--- src/rtl/edge_qualifier.sv ---
// Debounces an already-synchronized level, emits rise/fall strobes, counts accepted
// edges (saturating) and keeps a single-entry timestamped event register with backpressure.
module edge_qualifier #(
    parameter int unsigned FILTER_CYCLES = 3,
    parameter int unsigned CNT_WIDTH     = 8,
    parameter int unsigned TS_WIDTH      = 16
) (
    input  logic                 clk_B,
    input  logic                 reset,
    input  logic                 B_sync,
    input  logic                 clear,
    output logic                 level,
    output logic                 rise_pulse,
    output logic                 fall_pulse,
    output logic [CNT_WIDTH-1:0] rise_count,
    output logic [CNT_WIDTH-1:0] fall_count,
    output logic                 count_sat,
    output logic                 evt_valid,
    input  logic                 evt_ready,
    output logic                 evt_rise,
    output logic [TS_WIDTH-1:0]  evt_time,
    output logic                 evt_dropped
);

    typedef enum logic [1:0] {
        STABLE_LO,
        QUAL_HI,
        STABLE_HI,
        QUAL_LO
    } state_t;

    localparam logic [3:0] QLAST = 4'(FILTER_CYCLES - 1);

    state_t               r_state;
    state_t               w_state_nxt;
    logic [3:0]           r_qcnt;
    logic [3:0]           w_qcnt_nxt;
    logic                 w_rise;
    logic                 w_fall;
    logic                 w_pulse;
    logic                 r_level;
    logic                 r_rise;
    logic                 r_fall;
    logic [CNT_WIDTH-1:0] r_rise_cnt;
    logic [CNT_WIDTH-1:0] r_fall_cnt;
    logic                 r_sat;
    logic [TS_WIDTH-1:0]  r_ts;
    logic                 r_evt_valid;
    logic                 r_evt_rise;
    logic [TS_WIDTH-1:0]  r_evt_time;
    logic                 r_dropped;

    always_ff @(posedge clk_B) begin
        if (reset) begin
            r_state <= STABLE_LO;
            r_qcnt  <= '0;
        end else begin
            r_state <= w_state_nxt;
            r_qcnt  <= w_qcnt_nxt;
        end
    end

    always_comb begin
        w_state_nxt = r_state;
        w_qcnt_nxt  = r_qcnt;
        w_rise      = 1'b0;
        w_fall      = 1'b0;
        case (r_state)
            STABLE_LO: begin
                if (B_sync) begin
                    if (FILTER_CYCLES == 1) begin
                        w_state_nxt = STABLE_HI;
                        w_rise      = 1'b1;
                    end else begin
                        w_state_nxt = QUAL_HI;
                        w_qcnt_nxt  = 4'd1;
                    end
                end
            end
            QUAL_HI: begin
                if (!B_sync) begin
                    w_state_nxt = STABLE_LO;
                    w_qcnt_nxt  = '0;
                end else if (r_qcnt == QLAST) begin
                    w_state_nxt = STABLE_HI;
                    w_qcnt_nxt  = '0;
                    w_rise      = 1'b1;
                end else begin
                    w_qcnt_nxt  = r_qcnt + 4'd1;
                end
            end
            STABLE_HI: begin
                if (!B_sync) begin
                    if (FILTER_CYCLES == 1) begin
                        w_state_nxt = STABLE_LO;
                        w_fall      = 1'b1;
                    end else begin
                        w_state_nxt = QUAL_LO;
                        w_qcnt_nxt  = 4'd1;
                    end
                end
            end
            QUAL_LO: begin
                if (B_sync) begin
                    w_state_nxt = STABLE_HI;
                    w_qcnt_nxt  = '0;
                end else if (r_qcnt == QLAST) begin
                    w_state_nxt = STABLE_LO;
                    w_qcnt_nxt  = '0;
                    w_fall      = 1'b1;
                end else begin
                    w_qcnt_nxt  = r_qcnt + 4'd1;
                end
            end
            default: begin
                w_state_nxt = STABLE_LO;
                w_qcnt_nxt  = '0;
            end
        endcase
    end

    always_ff @(posedge clk_B) begin
        if (reset) begin
            r_level <= 1'b0;
            r_rise  <= 1'b0;
            r_fall  <= 1'b0;
            r_ts    <= '0;
        end else begin
            r_rise <= w_rise;
            r_fall <= w_fall;
            r_ts   <= r_ts + TS_WIDTH'(1);
            if (w_rise)
                r_level <= 1'b1;
            else if (w_fall)
                r_level <= 1'b0;
        end
    end

    // Counters, sticky flags and the event register react to the registered strobes.
    assign w_pulse = r_rise | r_fall;

    always_ff @(posedge clk_B) begin
        if (reset || clear) begin
            r_rise_cnt <= '0;
            r_fall_cnt <= '0;
            r_sat      <= 1'b0;
            r_dropped  <= 1'b0;
        end else begin
            if (r_rise) begin
                if (&r_rise_cnt)
                    r_sat <= 1'b1;
                else
                    r_rise_cnt <= r_rise_cnt + CNT_WIDTH'(1);
            end
            if (r_fall) begin
                if (&r_fall_cnt)
                    r_sat <= 1'b1;
                else
                    r_fall_cnt <= r_fall_cnt + CNT_WIDTH'(1);
            end
            if (w_pulse && r_evt_valid && !evt_ready)
                r_dropped <= 1'b1;
        end
    end

    always_ff @(posedge clk_B) begin
        if (reset) begin
            r_evt_valid <= 1'b0;
            r_evt_rise  <= 1'b0;
            r_evt_time  <= '0;
        end else if (w_pulse) begin
            if (!r_evt_valid || evt_ready) begin
                r_evt_valid <= 1'b1;
                r_evt_rise  <= r_rise;
                r_evt_time  <= r_ts;
            end
        end else if (r_evt_valid && evt_ready) begin
            r_evt_valid <= 1'b0;
        end
    end

    assign level       = r_level;
    assign rise_pulse  = r_rise;
    assign fall_pulse  = r_fall;
    assign rise_count  = r_rise_cnt;
    assign fall_count  = r_fall_cnt;
    assign count_sat   = r_sat;
    assign evt_valid   = r_evt_valid;
    assign evt_rise    = r_evt_rise;
    assign evt_time    = r_evt_time;
    assign evt_dropped = r_dropped;

endmodule

--- config.mk ---
export PLATFORM = sky130hd
export DESIGN_NAME = edge_qualifier
export DESIGN_NICKNAME = d
export VERILOG_FILES = /design/src/rtl/edge_qualifier.sv
export SDC_FILE = /design/constraint.sdc
export NUM_CORES = 1
export LEC_CHECK = 0
export CORE_AREA = 3 3 101 103
export DETAILED_ROUTE_END_ITERATION = 6
export DIE_AREA = 0 0 104 106
export PLACE_DENSITY_LB_ADDON = 0.15
export SYNTH_ARGS = -nofsm -noshare
export SYNTH_HDL_FRONTEND = slang
export SYNTH_SLANG_ARGS = --single-unit
--- constraint.sdc ---
create_clock -name clk_B -period 2 [get_ports clk_B]
set_input_delay 0.6 -clock clk_B [delete_from_list [all_inputs] [get_ports clk_B]]
set_output_delay 0.6 -clock clk_B [all_outputs]
set_load 0.005 [all_outputs]
Word level (Yosys, flattened, before mapping)
Cells that the tools add are included.
{"block": "totals", "regBits": 61, "inputBits": 5, "output_inout_bits": 39, "elab_cells": 74}
{"block": "classes", "addsub": 4, "eq_ne": 9, "muxes": 27, "n_bitwise": 3, "reduce_logical": 18}
{"cell": "4-bit two-way mux", "n": 5}
{"cell": "16-bit by 1-bit adder with 16-bit output (second input constant)", "n": 1}
{"cell": "8-bit by 1-bit adder with 8-bit output (second input constant)", "n": 2}
{"cell": "4-bit one-hot mux with 4 select lines", "n": 1}
{"cell": "8-bit AND reduction", "n": 2}
{"cell": "1-bit two-way mux", "n": 14}
{"cell": "2-bit two-way mux", "n": 6}
{"cell": "2-bit AND reduction", "n": 5}
{"cell": "2-bit one-hot mux with 4 select lines", "n": 1}
{"cell": "3-bit inequality test (second input constant)", "n": 2}
{"cell": "4-bit by 1-bit adder with 4-bit output (second input constant)", "n": 1}
{"cell": "2-bit equality test (second input constant)", "n": 2}
{"cell": "4-bit by 2-bit equality test with 1-bit output (second input constant)", "n": 1}
{"cell": "2-bit inequality test (second input constant)", "n": 2}
{"cell": "4-bit AND reduction", "n": 1}
{"cell": "2-bit nonzero test", "n": 2}
{"cell": "1-bit logical AND", "n": 3}
{"cell": "2-bit by 1-bit equality test with 1-bit output (second input constant)", "n": 1}
{"cell": "1-bit zero test", "n": 2}
{"cell": "2-bit zero test", "n": 1}
{"cell": "1-bit logical OR", "n": 2}
{"cell": "2-bit by 1-bit inequality test with 1-bit output (second input constant)", "n": 1}
{"cell": "1-bit inverter", "n": 2}
{"cell": "1-bit OR", "n": 1}

Depth between registers and ports, before layout
Gate-level depths: netlist of the first run.
{"block": "depth", "depth_word": 6, "ltp_mapped": 7, "depth_no_buf": 6}

Worst setup path before layout of the first run
Ideal clock, no wire load.
{"block": "synth_path", "path_type": "input to register", "start": "in reset", "end": "reg r_sat (netlist: count_sat)", "setup_time_ns": 0.128, "t_arrival_ns": 1.443, "required_time_ns": 1.872, "setup_slack_ns": 0.430, "cell_stages": 5, "path_buffers": 3, "cell_sequence": "buf_2 or2_2 clkbuf_1 clkbuf_1 nor2_1"}
{"block": "synth_via", "elab_chain_cells": 1}
{"element": "start: declaration", "line": "9", "source": "input logic reset,"}
{"element": "1-bit logical OR", "line": "143", "source": "if (reset || clear) begin"}
{"element": "end signal: assignment", "line": "146", "source": "r_sat <= 1'b0;"}
{"element": "end signal: assignment", "line": "151", "source": "r_sat <= 1'b1;"}
{"element": "end signal: assignment", "line": "157", "source": "r_sat <= 1'b1;"}
{"element": "end: declaration", "line": "46", "source": "logic r_sat;"}
Every way passes these cells.
A chain may end at the register's enable or synchronous reset.

Final worst setup path of the first run
{"block": "layout_path", "start": "reg r_rise_cnt[4] (netlist: rise_count[4])", "end": "out rise_count[4]"}
{"element": "start: declaration", "line": "44", "source": "logic [CNT_WIDTH-1:0] r_rise_cnt;"}
{"element": "start signal: assignment", "line": "153", "source": "r_rise_cnt <= r_rise_cnt + CNT_WIDTH'(1);"}
{"element": "end: declaration", "line": "15", "source": "output logic [CNT_WIDTH-1:0] rise_count,"}
No word-level cell between the ends.

==> results of run 1 <==
[power breakdown]
part | switching, uW | internal [uW]
sequential | 15.9 | 1230
combinational | 38.4 | 35.7
clock | 442 | 474
[flip-flops by register name, indices dropped and copies added (netlist names), 4 cells and up, named ones only]
register / flops
evt_time: 16
fall_count: 8
r_qcnt: 4
r_ts: 16
rise_count: 8
[worst min path at each step]
| stage | start | to | depth (start not counted) |
|---|---|---|---|
| floorplan | r_ts[15]$_SDFF_PP0_ | evt_time[15]$_SDFFE_PP0P_ | 2 |
| global placement | evt_time[9]$_SDFFE_PP0P_ | evt_time[9]$_SDFFE_PP0P_ | 2 |
| detailed placement | evt_time[9]$_SDFFE_PP0P_ | evt_time[9]$_SDFFE_PP0P_ | 2 |
| CTS | evt_time[9]$_SDFFE_PP0P_ | evt_time[9]$_SDFFE_PP0P_ | 2 |
| global route | evt_time[3]$_SDFFE_PP0P_ | evt_time[3]$_SDFFE_PP0P_ | 2 |
| finish | evt_time[9]$_SDFFE_PP0P_ | evt_time[9]$_SDFFE_PP0P_ | 2 |
[area by class of cell]
cell class                      instances  area (um2)  area share (%)
Timing Repair Buffer                   55         533            16.0
Inverter                                4        15.0           0.451
Multi-Input combinational cell        217        1240            37.3
Tap cell                              129         161            4.84
Clock inverter                          2        10.0           0.300
Sequential cell                        61        1220            36.7
Clock buffer                           13         149            4.47
[per-stage QoR]
| stage | instances | setup slack [ps] | total power, uW | hold slack [ps] | area, um2 |
|---|---|---|---|---|---|
| final | 481 | 99.4 | 2230 | 455 | 3330 |
| after global routing | 481 | 42.1 | 2330 | 480 | 3330 |
| after CTS | 481 | 51.3 | 2280 | 460 | 3330 |
| after detailed placement | 466 | 74.7 | 1340 | 451 | 3170 |
| after global placement | 466 | 99.5 | 1340 | 448 | 3170 |
| after floorplan | 295 | 430 | 1310 | 444 | 2530 |
[routing by layer]
| layer | part of all wire [%] | vias to the layer above | wire length (um) |
|---|---|---|---|
| li1 | - | 1123 | - |
| met1 | 52 | 976 | 2990 |
| met2 | 43 | 39 | 2470 |
| met3 | 4.7 | 2 | 273 |
| met4 | 0.69 | 0 | 40 |
| met5 | 0 | - | 0 |
[logic make-up (layout without fill, tap and decap cells)]
| logic type | count (synthesis) | count (layout) | synth area share (%) |
|---|---|---|---|
| buffers and inverters | 17 | 74 | 2.81 |
| AOI/OAI and AO/OA | 47 | 47 | 10.7 |
| muxes | 3 | 3 | 1.23 |
| adders and majority gates | 5 | 5 | 2.47 |
| xor gates and xnor gates | 23 | 23 | 7.95 |
| DFF | 61 | 61 | 48.2 |
| and+or+nand+nor | 139 | 139 | 26.7 |
[placed cells by master (no fill, tap or decap), types with 5 or more instances in the layout]
cell type / instances
clkdlybuf4s50_1: 43
o21ai_0: 7
a21oi_1: 25
nand2_1: 41
clkbuf_8: 10
buf_4: 11
nor2_1: 42
nand3_1: 13
xnor2_1: 12
dfxtp_1: 60
xor2_1: 11
nand4_1: 6
ha_1: 5
nor3_1: 9
[worst min-delay path: stages (launching register included)]
cell and delay, ps:
dfxtp_1 310, nand2_1 50, a21oi_1 50
[repair_timing]
action / 4_1_cts / 5_1_grt
endpoints found under the setup margin: 0 / 1
gates resized for setup: 0 / 1
hold buffers: 0 / 0
buffers inserted: 0 / 0
==> impl_metrics.ini, run 1 <==
[run_status]
status = complete, no violations

[clock_network]
cts_buffers = 9
clock_path_buffers = 2
cts_sinks = 61
clkTransAtPathRegs_ps = 60
tritoncts = done
htreeDepth = 3
clkLatencyLatePin_ps = 320
root_buffer = clkbuf_8

[critical_path]
r2r_cells = 6
worst_ep_arrival_time_ps = 1300
worst_path_max_delay_cell = clkdlybuf4s50_1
cp_num_cells = 1
critPathTopFamily = buffers and inverters
cp_cell_sequence = clkdlybuf4s50_1
r2r_slack_ps = 490
crit_buf_inv = 1
cp_data_required_time_ps = 1400
end_kind = output port
startpoint = rise_count[4]$_SDFFE_PP0P_
r2r-end = level$_SDFFE_PP0P_
cp_slowest_stage_delay_ps = 540
worst-setup-path-type = reg2out
endpoint = rise_count[4]
r2r-start = r_qcnt[0]$_SDFFE_PP0P_
startpoint_type = flip-flop
path_max_fanout = 5

[floorplan]
die_x_um = 104
rows = 35
start_util_pct = 27.3
core_um2 = 9280
dieArea_um2 = 11000
io_pins = 44
die_h_um = 106

[global_route]
gr-usage-met3_pct = 2.91
grt_max_degree = 17
grt_util_met1_pct = 14.8
antenna_found_initial = 0
grt_overflow_total = 0
top_usage_layer = met2
use_met2_pct = 16.2
grt.total_usage_pct = 11.0
grt_pass1_vias = 2053
grt_pass1_wl_mm = 9.88

[logic_synthesis]
ys_seq_area_share_pct = 48.2
yosys.area.top_type = dfxtp_1
synth_top_cells_by_area = dfxtp_1 (48%), nor2_1 (6.2%), nand2_1 (6.1%)
ys_ff_latch = 61
synth_area_um2 = 2530
syn_inst = 295
synth.most_common_cell = dfxtp_1
synth_commonest_cells = dfxtp_1 (61), nor2_1 (42), nand2_1 (41)
ys_types = 40
avgSynthCellArea_um2 = 8.59
syn-num-nets = 305
synth_top_area_share_pct = 48.2
synth-async-reset-ratio_pct = 0
synth_edf_count = 0
synth_warnings = 0
yosys_most_used_dff = dfxtp_1

[timing]
relSlewSlack_pct = 74.6
min_period_ps = 1900
worst_pin_slew_ps = 380
finClkSkew_ps = 7.74
finalSetupViolations = 0
fmax_mhz = 526
fin_crit_sh_pct = 95.0
hold_viol_final = 0
slew_viol_final = 0
grt_setup_unrepaired = no
setup_tns_ps = 0

[placement]
hpwlAfterDp_mm = 4.17
gp_congestion = 0.723
numPortBuffers = 43

[power_and_ir_drop]
peakVddDrop_mv = 0.261
power.density_nw_per_um2 = 670
total_leakage_power_uw = 0.00112

[detailed_routing]
drt-vias-per-instance = 4.45
avgRoutedWirePerCell_um = 12.0
drc = 0
num_vias = 2140
finalWirelength_mm = 5.77
ant_nets = 0
drt_pass1_iterations = 4
drtIter0Drc = 67

[layout]
final_util_pct = 35.9
diodes = 0
fin_nets = 358
nFillCells = 1002
drive_above_1_share_pct = 8.81
area_growth_pct = 31.5

[run]
maxCapViolations = 0

[min_path]
hold_class = reg2reg
(Power assumes the default switching activity.)
==> inputs of run 2 (changes only) <==
--- a/config.mk
+++ b/config.mk
@@ -9,6 +9,8 @@
 export DETAILED_ROUTE_END_ITERATION = 6
 export DIE_AREA = 0 0 104 106
 export PLACE_DENSITY_LB_ADDON = 0.15
+export SKIP_CTS_REPAIR_TIMING = 1
+export SLEW_MARGIN = 5
 export SYNTH_ARGS = -nofsm -noshare
 export SYNTH_HDL_FRONTEND = slang
 export SYNTH_SLANG_ARGS = --single-unit
==> results of run 2 <==
The final DEF is identical to that of run 1; final timing and power are the same.
